File: config.mk
export PLATFORM = sky130hd
export DESIGN_NAME = udp_tx_arbiter_flat
export DESIGN_NICKNAME = d
export VERILOG_FILES = /design/src/rtl/udp_tx_arbiter_if.sv /design/src/rtl/udp_tx_arbiter.sv /design/src/flat_wrapper.sv
export SDC_FILE = /design/constraint.sdc
export NUM_CORES = 1
export LEC_CHECK = 0
export CAP_MARGIN = 20
export CORE_AREA = 4 4 108 110
export CTS_BUF_LIST = sky130_fd_sc_hd__clkbuf_8
export DETAILED_ROUTE_END_ITERATION = 16
export DIE_AREA = 0 0 112 114
export SETUP_SLACK_MARGIN = 0.2
export SKIP_LAST_GASP = 1
export SLEW_MARGIN = 20
export SYNTH_ARGS = -nofsm -noshare
export SYNTH_HDL_FRONTEND = slang
export SYNTH_SLANG_ARGS = --single-unit
File: constraint.sdc
create_clock -name clk -period 1.35 [get_ports clk]
set_clock_uncertainty 0.1 [all_clocks]
set_input_delay 0.27 -clock clk [delete_from_list [all_inputs] [get_ports clk]]
set_output_delay 0.27 -clock clk [all_outputs]
set_load 0.02 [all_outputs]
File: src/rtl/udp_tx_arbiter_if.sv
// Bundle of per-requester header/payload streams and the merged stream
// toward the UDP stack; slave is the arbiter view, master the far ends.
interface udp_tx_arbiter_if #(
  parameter int PORT_COUNT = 2,
  parameter int HDR_WIDTH  = 80,
  parameter int DATA_WIDTH = 8
);
  logic [PORT_COUNT-1:0]            s_hdr_valid;
  logic [PORT_COUNT-1:0]            s_hdr_ready;
  logic [PORT_COUNT*HDR_WIDTH-1:0]  s_hdr_data;
  logic [PORT_COUNT*DATA_WIDTH-1:0] s_tdata;
  logic [PORT_COUNT-1:0]            s_tvalid;
  logic [PORT_COUNT-1:0]            s_tready;
  logic [PORT_COUNT-1:0]            s_tlast;
  logic                             m_hdr_valid;
  logic                             m_hdr_ready;
  logic [HDR_WIDTH-1:0]             m_hdr_data;
  logic [DATA_WIDTH-1:0]            m_tdata;
  logic                             m_tvalid;
  logic                             m_tready;
  logic                             m_tlast;

  modport slave (
    input  s_hdr_valid, s_hdr_data, s_tdata,
    input  s_tvalid, s_tlast,
    input  m_hdr_ready, m_tready,
    output s_hdr_ready, s_tready,
    output m_hdr_valid, m_hdr_data,
    output m_tdata, m_tvalid, m_tlast
  );

  modport master (
    output s_hdr_valid, s_hdr_data, s_tdata,
    output s_tvalid, s_tlast,
    output m_hdr_ready, m_tready,
    input  s_hdr_ready, s_tready,
    input  m_hdr_valid, m_hdr_data,
    input  m_tdata, m_tvalid, m_tlast
  );
endinterface

File: src/rtl/udp_tx_arbiter.sv
// Round-robin packet arbiter: N header+payload requesters onto one UDP tx.
// Ports: clk, reset (sync, high), bus (slave), grant (owner), busy.
module udp_tx_arbiter #(
  parameter int PORT_COUNT = 2,
  parameter int HDR_WIDTH  = 80,
  parameter int DATA_WIDTH = 8,
  localparam int GW = $clog2(PORT_COUNT)
) (
  input  logic              clk,
  input  logic              reset,
  udp_tx_arbiter_if.slave   bus,
  output logic [GW-1:0]     grant,
  output logic              busy
);

  localparam int SW = GW + 1;

  typedef enum logic [1:0] {
    IDLE,
    HEADER,
    PAYLOAD
  } state_t;

  state_t        state;
  logic [GW-1:0] rr_ptr;
  logic [GW-1:0] pick;
  logic [SW-1:0] sum;
  logic          hdr_hs;
  logic          end_hs;

  // Walk downward so the candidate nearest rr_ptr is assigned last.
  always_comb begin
    pick = rr_ptr;
    sum  = '0;
    for (int k = PORT_COUNT - 1; k >= 0; k--) begin
      sum = {1'b0, rr_ptr} + SW'(k);
      if (sum >= SW'(PORT_COUNT))
        sum = sum - SW'(PORT_COUNT);
      if (bus.s_hdr_valid[sum[GW-1:0]])
        pick = sum[GW-1:0];
    end
  end

  always_comb begin
    bus.s_hdr_ready = '0;
    bus.s_tready    = '0;
    bus.m_hdr_valid = 1'b0;
    bus.m_tvalid    = 1'b0;
    bus.m_tlast     = 1'b0;
    bus.m_hdr_data  =
      bus.s_hdr_data[grant*HDR_WIDTH +: HDR_WIDTH];
    bus.m_tdata     =
      bus.s_tdata[grant*DATA_WIDTH +: DATA_WIDTH];
    unique case (state)
      HEADER: begin
        bus.m_hdr_valid        = bus.s_hdr_valid[grant];
        bus.s_hdr_ready[grant] = bus.m_hdr_ready;
      end
      PAYLOAD: begin
        bus.m_tvalid        = bus.s_tvalid[grant];
        bus.m_tlast         = bus.s_tlast[grant];
        bus.s_tready[grant] = bus.m_tready;
      end
      default: ;
    endcase
  end

  assign hdr_hs = bus.m_hdr_valid & bus.m_hdr_ready;
  assign end_hs = bus.m_tvalid & bus.m_tready
                & bus.m_tlast;

  always_ff @(posedge clk) begin
    if (reset) begin
      state  <= IDLE;
      rr_ptr <= '0;
      grant  <= '0;
      busy   <= 1'b0;
    end else begin
      unique case (state)
        IDLE: begin
          if (|bus.s_hdr_valid) begin
            grant <= pick;
            busy  <= 1'b1;
            state <= HEADER;
          end
        end
        HEADER: begin
          if (hdr_hs)
            state <= PAYLOAD;
        end
        PAYLOAD: begin
          if (end_hs) begin
            state  <= IDLE;
            busy   <= 1'b0;
            rr_ptr <= (grant == GW'(PORT_COUNT - 1))
                    ? '0 : grant + 1'b1;
          end
        end
        default: begin
          state <= IDLE;
          busy  <= 1'b0;
        end
      endcase
    end
  end

endmodule

File: src/flat_wrapper.sv
// flat-port wrapper written by rule: the top's interface ports become plain ports
module udp_tx_arbiter_flat 
#(
  parameter int PORT_COUNT = 2,
  parameter int HDR_WIDTH  = 80,
  parameter int DATA_WIDTH = 8,
  localparam int GW = $clog2(PORT_COUNT)
)
  (clk, reset, grant, busy, bus_s_hdr_valid, bus_s_hdr_data, bus_s_tdata, bus_s_tvalid, bus_s_tlast, bus_m_hdr_ready, bus_m_tready, bus_s_hdr_ready, bus_s_tready, bus_m_hdr_valid, bus_m_hdr_data, bus_m_tdata, bus_m_tvalid, bus_m_tlast);
  udp_tx_arbiter_if #(.PORT_COUNT(PORT_COUNT), .HDR_WIDTH(HDR_WIDTH), .DATA_WIDTH(DATA_WIDTH)) bus_i ();
  input  logic clk;
  input  logic reset;
  output logic [GW-1:0] grant;
  output logic busy;
  input wire logic [$bits(bus_i.s_hdr_valid)-1:0] bus_s_hdr_valid;
  input wire logic [$bits(bus_i.s_hdr_data)-1:0] bus_s_hdr_data;
  input wire logic [$bits(bus_i.s_tdata)-1:0] bus_s_tdata;
  input wire logic [$bits(bus_i.s_tvalid)-1:0] bus_s_tvalid;
  input wire logic [$bits(bus_i.s_tlast)-1:0] bus_s_tlast;
  input wire logic [$bits(bus_i.m_hdr_ready)-1:0] bus_m_hdr_ready;
  input wire logic [$bits(bus_i.m_tready)-1:0] bus_m_tready;
  output wire logic [$bits(bus_i.s_hdr_ready)-1:0] bus_s_hdr_ready;
  output wire logic [$bits(bus_i.s_tready)-1:0] bus_s_tready;
  output wire logic [$bits(bus_i.m_hdr_valid)-1:0] bus_m_hdr_valid;
  output wire logic [$bits(bus_i.m_hdr_data)-1:0] bus_m_hdr_data;
  output wire logic [$bits(bus_i.m_tdata)-1:0] bus_m_tdata;
  output wire logic [$bits(bus_i.m_tvalid)-1:0] bus_m_tvalid;
  output wire logic [$bits(bus_i.m_tlast)-1:0] bus_m_tlast;
  assign bus_i.s_hdr_valid = bus_s_hdr_valid;
  assign bus_i.s_hdr_data = bus_s_hdr_data;
  assign bus_i.s_tdata = bus_s_tdata;
  assign bus_i.s_tvalid = bus_s_tvalid;
  assign bus_i.s_tlast = bus_s_tlast;
  assign bus_i.m_hdr_ready = bus_m_hdr_ready;
  assign bus_i.m_tready = bus_m_tready;
  assign bus_s_hdr_ready = bus_i.s_hdr_ready;
  assign bus_s_tready = bus_i.s_tready;
  assign bus_m_hdr_valid = bus_i.m_hdr_valid;
  assign bus_m_hdr_data = bus_i.m_hdr_data;
  assign bus_m_tdata = bus_i.m_tdata;
  assign bus_m_tvalid = bus_i.m_tvalid;
  assign bus_m_tlast = bus_i.m_tlast;
  udp_tx_arbiter #(.PORT_COUNT(PORT_COUNT), .HDR_WIDTH(HDR_WIDTH), .DATA_WIDTH(DATA_WIDTH)) u_core (.clk(clk), .reset(reset), .bus(bus_i), .grant(grant), .busy(busy));
endmodule
==> qor.yml, run 1 <==
synth:
  yosysTopAreaCell: "mux2_2"
  yosysSeqAreaShare: 0.0709
  synthesis.nets: 323
  netlist_area_um2: 1410
  netlist.area_leader.share: 0.702
  avgSynthCellArea_um2: 10.3
  netlist_instances: 137
  ys_types: 27
  ys_ff_latch: 5
  synth_area_leaders: "mux2_2 70%, dfxtp_1 7.1%, buf_2 3.2%"
  yosys_warnings: 0
power_and_ir_drop:
  ir_drop_uv: 212
  p_clk_frac: 0.116
  p_comb_frac: 0.809
  switching_power_mw: 0.798
  p_per_area_nw_per_um2: 479
  p_int_mw: 1.53
  power.share.sequential: 0.075
  leakage_nw: 2.04
  swShare: 0.344
place:
  gp_congestion: 0.766
  placed_cell_area_um2: 4590
  io_buffers: 282
  dpl.hpwl_um: 7620
  dp_slack_ns: -0.751
final_layout:
  nNetsFinal: 639
  nFillCells: 1089
  drive_gt1_frac: 0.558
  final_area_um2: 4850
  area_growth_pct: 243
  multi_input_area_um2: 1430
  antennaDiodeCount: 0
  regArea_um2: 109
worst_setup_path:
  r2r_cells: 6
  cp_max_fo: 5
  crit_type: "reg -> out"
  worst_ep_required_time_ns: 0.98
  r2r_slack_ns: -0.40
  endpoint_kind: "output pin"
  cp-start-kind: "flop"
  r2r_start: "u_core.grant"
  cp.arrival_ns: 1.45
  r2r-end: "u_core.rr_ptr"
hold_path:
  hp-class: "reg -> reg"
  holdPathStages: 3
  min_from: "u_core.rr_ptr"
  holdPathEnd: "u_core.grant"
clocking:
  cts_max_level: 1
  cts.sinks: 5
  clk_latency_ns: 0.22
  clockBufferDepth: 2
  hold_buffers: 0
  cts_tree: "done"
  cts_buffers: 3
  root_buffer: "clkbuf_8"
  clk_pin_slew_worst_paths_ns: 0.04
global_route:
  grt.total_usage: 0.123
  grt_pass1_wl_um: 12600
  grt_max_degree: 24
  antenna_found_initial: 0
  first_global_vias: 2482
  overflow: 0
routing:
  drtIter0Drc: 15
  wire_per_inst_um: 16.1
  wirelength_um: 9540
  ant_nets: 0
  routed_via_density: 4.06
  remaining_drc_errors: 0
  first_pass_iters: 4
  vias: 2401
floorplan:
  core_area_um2: 10700
  initial_core_util: 0.132
  dieArea_um2: 12800
  rows: 38
  die_w_um: 112
  die_y_um: 114
  ioPinCount: 283
timing:
  finalWorstSetupSlack_ns: -0.475
  fmax_mhz: 548
  drv_slew: 0
  setup_tns_ns: -39.52
  grt_setup_unrepaired: "true"
  setup_viol: 100
  holdWs_ns: 0.510
  tightest_slew_ns: 0.263
  finalHoldViolCount: 0
  relSlewSlack: 0.823
  min_period_ns: 1.82
  timing.final.crit_share: 1.35
run_status:
  violations: "negative setup slack"
  status: "finished, violations left"
job:
  cap_viol_max_count: 0
-- cells in the mapped netlist, drive strengths merged --
master  count
nand3       1
nor4        2
and3b       1
a21bo       1
o31ai       1
mux2i       2
and4b       1
nor2        5
o32ai       1
clkbuf      1
dfxtp       5
nor2b       2
inv         1
o21ba       1
nand4b      1
nor4bb      1
a21oi       2
nand2b      3
and3        2
mux2       90
nor3        2
buf        11
-- per-layer routing --
layer | vias up | wire length (um) | GRT usage
li1 | 1153 | - | -
met1 | 1092 | 3370 | 0.121
met2 | 150 | 5100 | 0.239
met3 | 6 | 999 | 0.0562
met4 | 0 | 67 | 0.0200
met5 | - | 0 | 0
-- per-stage QoR --
stage	cells	power, mW	util
2_1_floorplan	137	0.898	-
3_3_place_gp	566	1.96	0.429
3_5_place_dp	566	1.97	0.429
4_1_cts	577	2.15	0.428
5_1_grt	592	2.45	0.453
6_report	592	2.32	0.453
-- cell usage in the layout, fill, tap and decap left out, types with 3 or more instances in the layout --
master / count
buf_2: 53
nor2_2: 3
clkbuf_8: 3
clkbuf_2: 8
clkdlybuf4s50_1: 185
buf_4: 26
mux2_2: 62
mux2_4: 28
buf_12: 4
buf_16: 4
buf_6: 37
clkbuf_16: 4
-- state kept, by name, summed over array words and instances, names as in the netlist --
signal         count
u_core.grant       1
u_core.rr_ptr      1
u_core.state       2
u_core.busy        1
-- critical path: stages, from the launching register on --
cell and delay, ns:
dfxtp_4 0.36, buf_12 0.15, buf_6 0.11, mux2_4 0.30, and3b_1 0.19, buf_6 0.13
-- cells by family after synthesis --
| group | share of synthesized area |
|---|---|
| compound gates | 0.0328 |
| mux | 0.734 |
| flops | 0.0709 |
| simple gates | 0.108 |
| buf+inv | 0.0540 |
-- power groups by stage --
stage / clock (mW) / combinational, mW / sequential, mW
after floorplan: 0 / 0.724 / 0.175
after global placement: 0 / 1.78 / 0.180
after CTS: 0.275 / 1.70 / 0.171
after global routing: 0.291 / 1.99 / 0.176
after detailed placement: 0 / 1.79 / 0.181
final: 0.270 / 1.88 / 0.174
-- repair_timing --
item / in CTS / in global routing
gates cloned: 2 / 6
pin swaps: 0 / 3
buffers inserted: 5 / 9
endpoints found under the setup margin: 102 / 102
resized for setup: 271 / 224
-- final cells by class --
class,count,share of cell area
timing repair buffer,323,0.637
sequential,5,0.0224
multi-input combinational,119,0.294
inverter,1,0.000774
tap,140,0.0361
clock buffer,3,0.00851
clock inverter,1,0.000774
-- worst max path at each step --
stage,startpoint,endpoint,slack (ns)
floorplan,u_core.grant,bus_m_hdr_data[0],-0.20
global placement,bus_s_hdr_valid[0],bus_m_hdr_valid,-0.75
detailed placement,bus_s_hdr_valid[0],bus_m_hdr_valid,-0.75
CTS,u_core.grant,bus_m_hdr_data[12],-0.59
global route,u_core.grant,bus_m_hdr_valid,-0.52
finish,u_core.grant,bus_m_hdr_valid,-0.47
Power figures use the tool's default switching activity.
==> inputs of run 2 (changes only) <==
- CAP_MARGIN: 20 -> unset
- CORE_AREA: 4 4 108 110 -> 4 4 106 108
- DIE_AREA: 0 0 112 114 -> 0 0 110 112
- HOLD_SLACK_MARGIN: unset -> 0.12
- clock period: 1.35 -> 2.3 ns (I/O delays scaled with it)
==> run 2 against run 1 <==
  * Sequential power down 43%
  * Worst setup slack better by 0.67 ns
  * Combinational power down 51%
  * The flow now finishes without violations
  * Sequential cell count unchanged
  * Worst hold slack worse by 0.11 ns
==> qor.yml, run 2 (synthesized netlist as in run 1, its figures left out) <==
run_status:
  status: "complete, no violations"  # was finished, violations left
place:
  io_buffers: 282  # unchanged
  placed_cell_area_um2: 4470  # was 4590 um^2
  dpl.hpwl_um: 8090  # was 7620 um
  dp.cells: 558  # was 566
  gp_congestion: 0.757  # was 0.766
clocking:
  cts.sinks: 5  # unchanged
  clk_latency_ns: 0.22  # about the same
  clockBufferDepth: 2  # unchanged
  root_buffer: "clkbuf_8"  # unchanged
  cts_tree: "done"  # unchanged
  hold_buffers: 0  # unchanged
  cts_buffers: 3  # unchanged
  cts_max_level: 1  # unchanged
  clk_pin_slew_worst_paths_ns: 0.04  # about the same
routing:
  vias: 2295  # was 2401
  routed_via_density: 4.05  # was 4.06
  remaining_drc_errors: 0  # unchanged
  first_pass_iters: 4  # unchanged
  wire_per_inst_um: 16.5  # was 16.1 um
  wirelength_um: 9340  # was 9540 um
  ant_nets: 0  # unchanged
  drtIter0Drc: 21  # was 15
worst_setup_path:
  worst_ep_required_time_ns: 1.74  # was 0.98 ns
  crit_chain: "buf_12 -> buf_4 -> mux2_2 -> dlygate4sd2_1"  # was buf_12 -> buf_6 -> mux2_4 -> and3b_1 -> buf_6
  slowest_delay_ns: 0.34  # was 0.36 ns
  cp-start-kind: "flop"  # unchanged
  endpoint_kind: "output pin"  # unchanged
  cp_num_buf_inv: 3  # unchanged
  critPathSlowestCell: "dfxtp_4"  # unchanged
  path_delay_family: "buffers and inverters"  # unchanged
  cp_max_fo: 8  # was 5
  crit_type: "reg -> out"  # unchanged
  cp.arrival_ns: 1.54  # was 1.45 ns
timing:
  setup_viol: 0  # was 100
  fmax_mhz: 476
  setup_tns_ns: 0  # was -39.52 ns
  tightest_slew_ns: 0.323  # was 0.263 ns
  relSlewSlack: 0.783  # was 0.823
  min_period_ns: 2.10
  grt_setup_unrepaired: "true"  # unchanged
  finalHoldViolCount: 0  # unchanged
  timing.final.crit_share: 0.913
  holdWs_ns: 0.404  # was 0.510 ns
  drv_slew: 0  # unchanged
final_layout:
  area_growth_pct: 197  # was 243%
  nFillCells: 1044  # was 1089
  regArea_um2: 104  # was 109 um^2
  final_common_cell: "clkdlybuf4s50_1"  # unchanged
  multi_input_area_um2: 1240  # was 1430 um^2
  layout_common_cells: "184 x clkdlybuf4s50_1, 88 x mux2_2, 86 x clkbuf_2"  # was 185 x clkdlybuf4s50_1, 62 x mux2_2, 53 x buf_2
  max_flop_register: "u_core.state"  # unchanged
  drive_gt1_frac: 0.484  # was 0.558
  largest_reg_flops: 2  # unchanged
  final_area_um2: 4200  # was 4850 um^2
  antennaDiodeCount: 0  # unchanged
  nNetsFinal: 617  # was 639
  fin_cells: 566  # was 592
job:
  cap_viol_max_count: 0  # unchanged
global_route:
  overflow: 0  # unchanged
  grt.total_usage: 0.135  # was 0.123
  grt_max_degree: 28  # was 24
  antenna_found_initial: 0  # unchanged
  grt_pass1_wl_um: 13300  # was 12600 um
  first_global_vias: 2562  # was 2482
hold_path:
  hp-class: "reg -> reg"  # unchanged
floorplan:
  dieArea_um2: 12300  # was 12800 um^2
  ioPinCount: 283  # unchanged
  die_w_um: 110  # was 112 um
  rows: 37  # was 38
  die_y_um: 112  # was 114 um
  core_area_um2: 10200  # was 10700 um^2
  initial_core_util: 0.138  # was 0.132
power_and_ir_drop:
  ir_drop_uv: 119  # was 212 uV
  leakage_nw: 1.79  # was 2.04 nW
  p_per_area_nw_per_um2: 282  # was 479 nW/um^2
  total_power_mw: 1.19  # was 2.32 mW
-- run 2: worst register-to-register path, stage by stage (launching register included) --
cell	delay, ns
dfxtp_4	0.34
buf_12	0.15
buf_6	0.14
mux2i_2	0.15
buf_4	0.14
nor4_2	0.22
mux2_1	0.35
-- run 2: path summary, 6_finish.rpt --
path	slack (ns)	startpoint	cells after the start	to
worst min register to register	0.40	u_core.busy	2	u_core.busy
worst min-delay path	0.40	u_core.busy	2	u_core.busy
worst max-delay path	0.20	u_core.grant	4	bus_m_hdr_data[1]
worst max register to register	0.59	u_core.grant	6	u_core.rr_ptr
-- run 2: what timing repair did --
item,in CTS,in global routing
buffers inserted,1,1
endpoints found under the setup margin,96,94
gates resized for setup,100,192
gates cloned,0,2
-- run 2: layout make-up --
type | instances | area share
timing repair buffer | 301 | 0.627
tap | 136 | 0.0405
clock inverter | 1 | 0.000894
sequential | 5 | 0.0247
clock buffer | 3 | 0.00984
multi-input combinational | 119 | 0.296
inverter | 1 | 0.000894
-- run 2: stage by stage --
stage	setup slack (ns)	utilization
2_1_floorplan	0.206	-
3_3_place_gp	-0.124	0.437
3_5_place_dp	-0.145	0.437
4_1_cts	0.00668	0.431
5_1_grt	0.153	0.410
6_report	0.200	0.410
-- run 2: routing by layer --
layer	part of all wire	GRT usage	up-vias	wire [um]
li1	-	-	1107	-
met1	0.33	0.136	1021	3050
met2	0.52	0.258	163	4850
met3	0.15	0.0574	4	1400
met4	0.0049	0.0175	0	46
met5	0	0	-	0
-- run 2: report_power, final --
group / leakage (nW) / total (mW) / switching (mW) / internal (mW)
sequential: 0.0419 / 0.100 / 0.00717 / 0.0929
combinational: 1.72 / 0.928 / 0.379 / 0.549
clock: 0.0269 / 0.157 / 0.0423 / 0.114
